<file path="config.mk">
export PLATFORM = sky130hd
export DESIGN_NAME = string_receiver_serial
export DESIGN_NICKNAME = d
export VERILOG_FILES = /design/src/rtl/string_receiver_serial.sv
export SDC_FILE = /design/constraint.sdc
export NUM_CORES = 1
export LEC_CHECK = 0
export CORE_ASPECT_RATIO = 0.6
export CORE_MARGIN = 4
export CORE_UTILIZATION = 55
export DETAILED_ROUTE_END_ITERATION = 7
export PLACE_DENSITY = 0.92
export RECOVER_POWER = 100
export SETUP_SLACK_MARGIN = 0.1
export SYNTH_ARGS = -nofsm -noshare
export SYNTH_HDL_FRONTEND = slang
export SYNTH_SLANG_ARGS = --single-unit
</file>
<file path="constraint.sdc">
create_clock -name clk -period 3.5 [get_ports clk]
set_input_delay 0.7 -clock clk [delete_from_list [all_inputs] [get_ports clk]]
set_output_delay 0.7 -clock clk [all_outputs]
set_load 0.03 [all_outputs]
</file>
<file path="src/rtl/string_receiver_serial.sv">
// 8N1 UART receiver that assembles MAX_CHARS characters into a string, first character in the MSB byte.
// Optional macro STRING_TERMINATOR_EN: a received CR ends the string early and pads unfilled bytes with spaces.
module string_receiver_serial #(
    parameter int unsigned MAX_CHARS     = 16,
    parameter int unsigned CLK_FREQUENCY = 100_000_000,
    parameter int unsigned BAUD_RATE     = 19_200
) (
    input  logic                             clk,
    input  logic                             reset,
    input  logic                             enable,
    input  logic                             rx,
    output logic                             done,
    output logic [MAX_CHARS*8-1:0]           string_out,
    output logic [$clog2(MAX_CHARS+1)-1:0]   char_count,
    output logic                             frame_err
);

    localparam int unsigned BIT_CYCLES  = CLK_FREQUENCY / BAUD_RATE;
    localparam int unsigned HALF_CYCLES = BIT_CYCLES / 2;
    localparam int unsigned TMR_W       = $clog2(BIT_CYCLES + 1);
    localparam int unsigned CNT_W       = $clog2(MAX_CHARS + 1);
    localparam int unsigned STR_W       = MAX_CHARS * 8;

    typedef enum logic [2:0] {
        ST_WAIT,
        ST_IDLE,
        ST_START,
        ST_DATA,
        ST_STOP,
        ST_DONE
    } state_t;

    state_t             state_q, state_d;
    logic               rx_meta_q, rx_sync_q;
    logic [TMR_W-1:0]   timer_q, timer_d;
    logic [2:0]         bit_idx_q, bit_idx_d;
    logic [7:0]         shift_q, shift_d;
    logic [STR_W-1:0]   string_q, string_d;
    logic [CNT_W-1:0]   count_q, count_d;
    logic               ferr_q, ferr_d;
    logic               brk_q, brk_d;
    logic               done_q, done_d;
    logic               tick_c;

    assign tick_c = (timer_q == '0);

    // Next-state, bit timing and string assembly
    always_comb begin
        state_d   = state_q;
        timer_d   = tick_c ? timer_q : timer_q - TMR_W'(1);
        bit_idx_d = bit_idx_q;
        shift_d   = shift_q;
        string_d  = string_q;
        count_d   = count_q;
        ferr_d    = ferr_q;
        brk_d     = brk_q;

        if (state_q != ST_WAIT && !enable) begin
            state_d = ST_WAIT;
            brk_d   = 1'b0;
        end else begin
            case (state_q)
                ST_WAIT: begin
                    if (enable) begin
                        string_d = '0;
                        count_d  = '0;
                        ferr_d   = 1'b0;
                        brk_d    = 1'b0;
                        state_d  = ST_IDLE;
                    end
                end
                ST_IDLE: begin
                    if (!rx_sync_q) begin
                        timer_d = TMR_W'(HALF_CYCLES - 1);
                        state_d = ST_START;
                    end
                end
                ST_START: begin
                    if (tick_c) begin
                        if (rx_sync_q) begin
                            state_d = ST_IDLE;
                        end else begin
                            timer_d   = TMR_W'(BIT_CYCLES - 1);
                            bit_idx_d = 3'd0;
                            state_d   = ST_DATA;
                        end
                    end
                end
                ST_DATA: begin
                    if (tick_c) begin
                        shift_d = {rx_sync_q, shift_q[7:1]};
                        timer_d = TMR_W'(BIT_CYCLES - 1);
                        if (bit_idx_q == 3'd7) begin
                            state_d = ST_STOP;
                        end else begin
                            bit_idx_d = bit_idx_q + 3'd1;
                        end
                    end
                end
                ST_STOP: begin
                    // After a bad stop bit, hold here until the line returns high
                    if (brk_q) begin
                        if (rx_sync_q) begin
                            brk_d   = 1'b0;
                            state_d = ST_IDLE;
                        end
                    end else if (tick_c) begin
                        if (!rx_sync_q) begin
                            ferr_d = 1'b1;
                            brk_d  = 1'b1;
`ifdef STRING_TERMINATOR_EN
                        end else if (shift_q == 8'h0D) begin
                            for (int i = 0; i < int'(MAX_CHARS); i++) begin
                                if (CNT_W'(i) >= count_q) begin
                                    string_d[(int'(MAX_CHARS) - 1 - i)*8 +: 8] = 8'h20;
                                end
                            end
                            state_d = ST_DONE;
`endif
                        end else if (count_q < CNT_W'(MAX_CHARS)) begin
                            for (int i = 0; i < int'(MAX_CHARS); i++) begin
                                if (CNT_W'(i) == count_q) begin
                                    string_d[(int'(MAX_CHARS) - 1 - i)*8 +: 8] = shift_q;
                                end
                            end
                            count_d = count_q + CNT_W'(1);
                            state_d = (count_q == CNT_W'(MAX_CHARS - 1)) ? ST_DONE : ST_IDLE;
                        end else begin
                            state_d = ST_DONE;
                        end
                    end
                end
                ST_DONE: begin
                    state_d = ST_DONE;
                end
                default: begin
                    state_d = ST_WAIT;
                end
            endcase
        end

        done_d = (state_d == ST_DONE);
    end

    // State and datapath registers with rx synchroniser
    always_ff @(posedge clk) begin
        if (reset) begin
            state_q   <= ST_WAIT;
            rx_meta_q <= 1'b1;
            rx_sync_q <= 1'b1;
            timer_q   <= '0;
            bit_idx_q <= '0;
            shift_q   <= '0;
            string_q  <= '0;
            count_q   <= '0;
            ferr_q    <= 1'b0;
            brk_q     <= 1'b0;
            done_q    <= 1'b0;
        end else begin
            state_q   <= state_d;
            rx_meta_q <= rx;
            rx_sync_q <= rx_meta_q;
            timer_q   <= timer_d;
            bit_idx_q <= bit_idx_d;
            shift_q   <= shift_d;
            string_q  <= string_d;
            count_q   <= count_d;
            ferr_q    <= ferr_d;
            brk_q     <= brk_d;
            done_q    <= done_d;
        end
    end

    assign done       = done_q;
    assign string_out = string_q;
    assign char_count = count_q;
    assign frame_err  = ferr_q;

endmodule

</file>
==> impl_metrics.toml <==
[status]
outcome = "completed"

[route]
wl_um = 20500
ant_nets = 0
drcViolationCount = 0
drtIter0Drc = 753
firstDrtPassIters = 5
vias = 6193
routed_via_density = 6.09
drt-wirelength-per-cell_um = 20.1

[clocking]
cts_setup_buffers = 0
root_buffer = "clkbuf_16"
numCtsBuffers = 17
cts_hold_buf = 0
htreeDepth = 4
cts_tree = "done"
cts_resized = 0
clk_pin_slew_ns = 0.07
clock_latency_ns = 0.43
clock_sinks = 165
cts_buffer_depth = 2

[power_and_ir_drop]
leakage_nw = 4.08
p_per_area_nw_per_um2 = 575
ir_worst_vdd_uv = 381

[cells_and_area]
layout_commonest_cell = "dfxtp_1"
fin_nets = 854
layout_common_cells = "dfxtp_1 (165), nand2_1 (149), dlygate4sd3_1 (136)"
area_delta_synth_final_pct = 29.8
final_cell_area_um2 = 8940
multi_input_area_um2 = 3350
antenna_cells = 0
seqCellArea_um2 = 3300
drive_gt1_share_pct = 7.86
nFillCells = 813
fin_cells = 1017

[die]
start_util_pct = 56.7
core-area_um2 = 12100
die_x_um = 152
ioPinCount = 139
die_y_um = 94.7
row_count = 31
die_area_um2 = 14400

[synth]
synth_flop_cell = "dfxtp_1"
synth_seq_cells = 165
synth-seq-area-share_pct = 48.0
synthArstFlopShare_pct = 0
synth.distinct_cells = 58
synth_edf_count = 0
ys_warn_count = 0
syn-instance-count = 717
synth.avg_cell_area_um2 = 9.60
syn_area_um2 = 6880
syn-num-nets = 732

[min_path]
hold_class = "reg2reg"

[sta]
whs_ns = 0.429
slew_violations = 0
finalSetupViolCount = 0
relSlewSlack_pct = 1.75
hold_viol_final = 0
period_share_pct = 87.2
finalCriticalPeriod_ns = 3.05
fin_setup_tns_ns = 0
max_freq_mhz = 328
finClkSkew_ns = 0.0124
rsz0062_at_grt = "false"
worst_slew_pin_slew_ns = 1.46

[critical_path]
cp_top_family = "simple AND/OR/NAND/NOR gates"
worstPathArrival_ns = 3.30
reg2reg_setup_slack_ns = 0.45
critPathKind = "reg2reg"
ff2ff_path_depth = 7
slowest_stage = "or4b_2"
endpoint_kind = "flip-flop"
worstPathRequired_ns = 3.75
cp_max_fo = 19
endpoint = "string_out[79]"
r2r_start = "timer_q[1]"
start_kind = "flip-flop"
cpPeakStageDelay_ns = 0.71
r2r_end = "string_out[79]"
cp-startpoint = "timer_q[1]"
crit_chain = "inv_1 -> ha_1 -> or4b_2 -> nor4_1 -> buf_12 -> o21ai_0 -> mux2i_1"
path_buf_inv = 2
crit_cells = 7

[grt]
grt_use_total_pct = 28.0
overflow = 0
antenna_found_initial = 0
grt_first_pass_wirelength_um = 32700
grt_pass1_vias = 6238
grt_max_degree = 68

[placed_design]
place_area_um2 = 8400
io_buffers = 138
hpwl_um = 14000
place_congestion = 0.896
dpl.cell_count = 985

[job]
max_cap_violations = 0
through the flow:
stage | power (mW) | util [%] | setup slack, ns
after floorplan | 3.07 | - | 1.12
after CTS | 5.13 | 73.8 | 0.710
after global placement | 3.30 | 69.2 | 0.593
after detailed placement | 3.37 | 69.2 | 0.520
final | 5.14 | 73.6 | 0.449
after global routing | 5.31 | 73.6 | 0.328
worst min-delay path by stage:
stage,start,cells past startpoint,slack (ns),endpoint
floorplan,rx_meta_q,1,0.39,rx_sync_q
global placement,rx_meta_q,1,0.39,rx_sync_q
detailed placement,rx_meta_q,1,0.41,rx_sync_q
CTS,rx_meta_q,1,0.44,rx_sync_q
global route,rx_meta_q,1,0.46,rx_sync_q
finish,rx_meta_q,1,0.43,rx_sync_q
worst register-to-register path: cells and delay by family (launching register included):
family                     cells  cell delay [ns]
DFF                            1             0.33
buffers and inverters          2             0.38
AOI/OAI and AO/OA              1             0.48
adders and majority gates      1             0.20
muxes                          1             0.27
and+or+nand+nor                2             1.22
metal layers:
| metal | share of wire, % | GRT usage, % |
|---|---|---|
| met2 | 45 | 44.8 |
| met5 | 0 | 0 |
| met3 | 9.9 | 7.69 |
| met1 | 43 | 37.3 |
| met4 | 1.9 | 9.56 |
cell families (layout without fill, tap and decap cells):
| logic type | Yosys count | after routing | synth area share (%) |
|---|---|---|---|
| fa+ha+maj | 11 | 11 | 2.00 |
| flops | 165 | 165 | 48.0 |
| simple gates | 239 | 239 | 16.7 |
| mux | 131 | 131 | 19.1 |
| xor+xnor | 3 | 3 | 0.382 |
| buf+inv | 59 | 194 | 3.38 |
| compound gates | 109 | 109 | 10.5 |
registers in the layout, indices dropped and copies added (netlist names):
name	flops
rx_sync_q	1
shift_q	8
bit_idx_q	3
rx_meta_q	1
frame_err	1
string_out	128
char_count	5
timer_q	13
state_q	3
done	1
brk_q	1
power by group:
group          switching, mW  leakage [nW]  internal [mW]
combinational          0.795          2.49          0.526
sequential            0.0965          1.33           1.95
clock                  0.831         0.263          0.944
synthesized netlist by cell type (all sizes together) (5+ instances only):
library cell,n,area share [%]
buf,6,0.49
or2,7,0.64
o211ai,6,0.65
mux2i,131,19
inv,13,0.71
a21oi,16,1.2
ha,11,2.0
o21ai,48,3.8
o2bb2ai,8,1.0
or3b,5,0.64
or4,9,0.98
or3,13,1.2
nand2,149,8.1
dfxtp,165,48
nor4,6,0.76
nor2,14,0.76
clkbuf,40,2.2
nand2b,7,0.64
layout make-up:
cell class	instances	share of cell area (%)
repair buffers	149	16.4
inverters	13	0.574
multi-input cells	493	37.5
flip-flops and latches	165	37.0
clock buffers	18	4.91
clock inverters	14	1.32
well taps	165	2.31
Note: power is estimated with default switching activity, not from simulation.
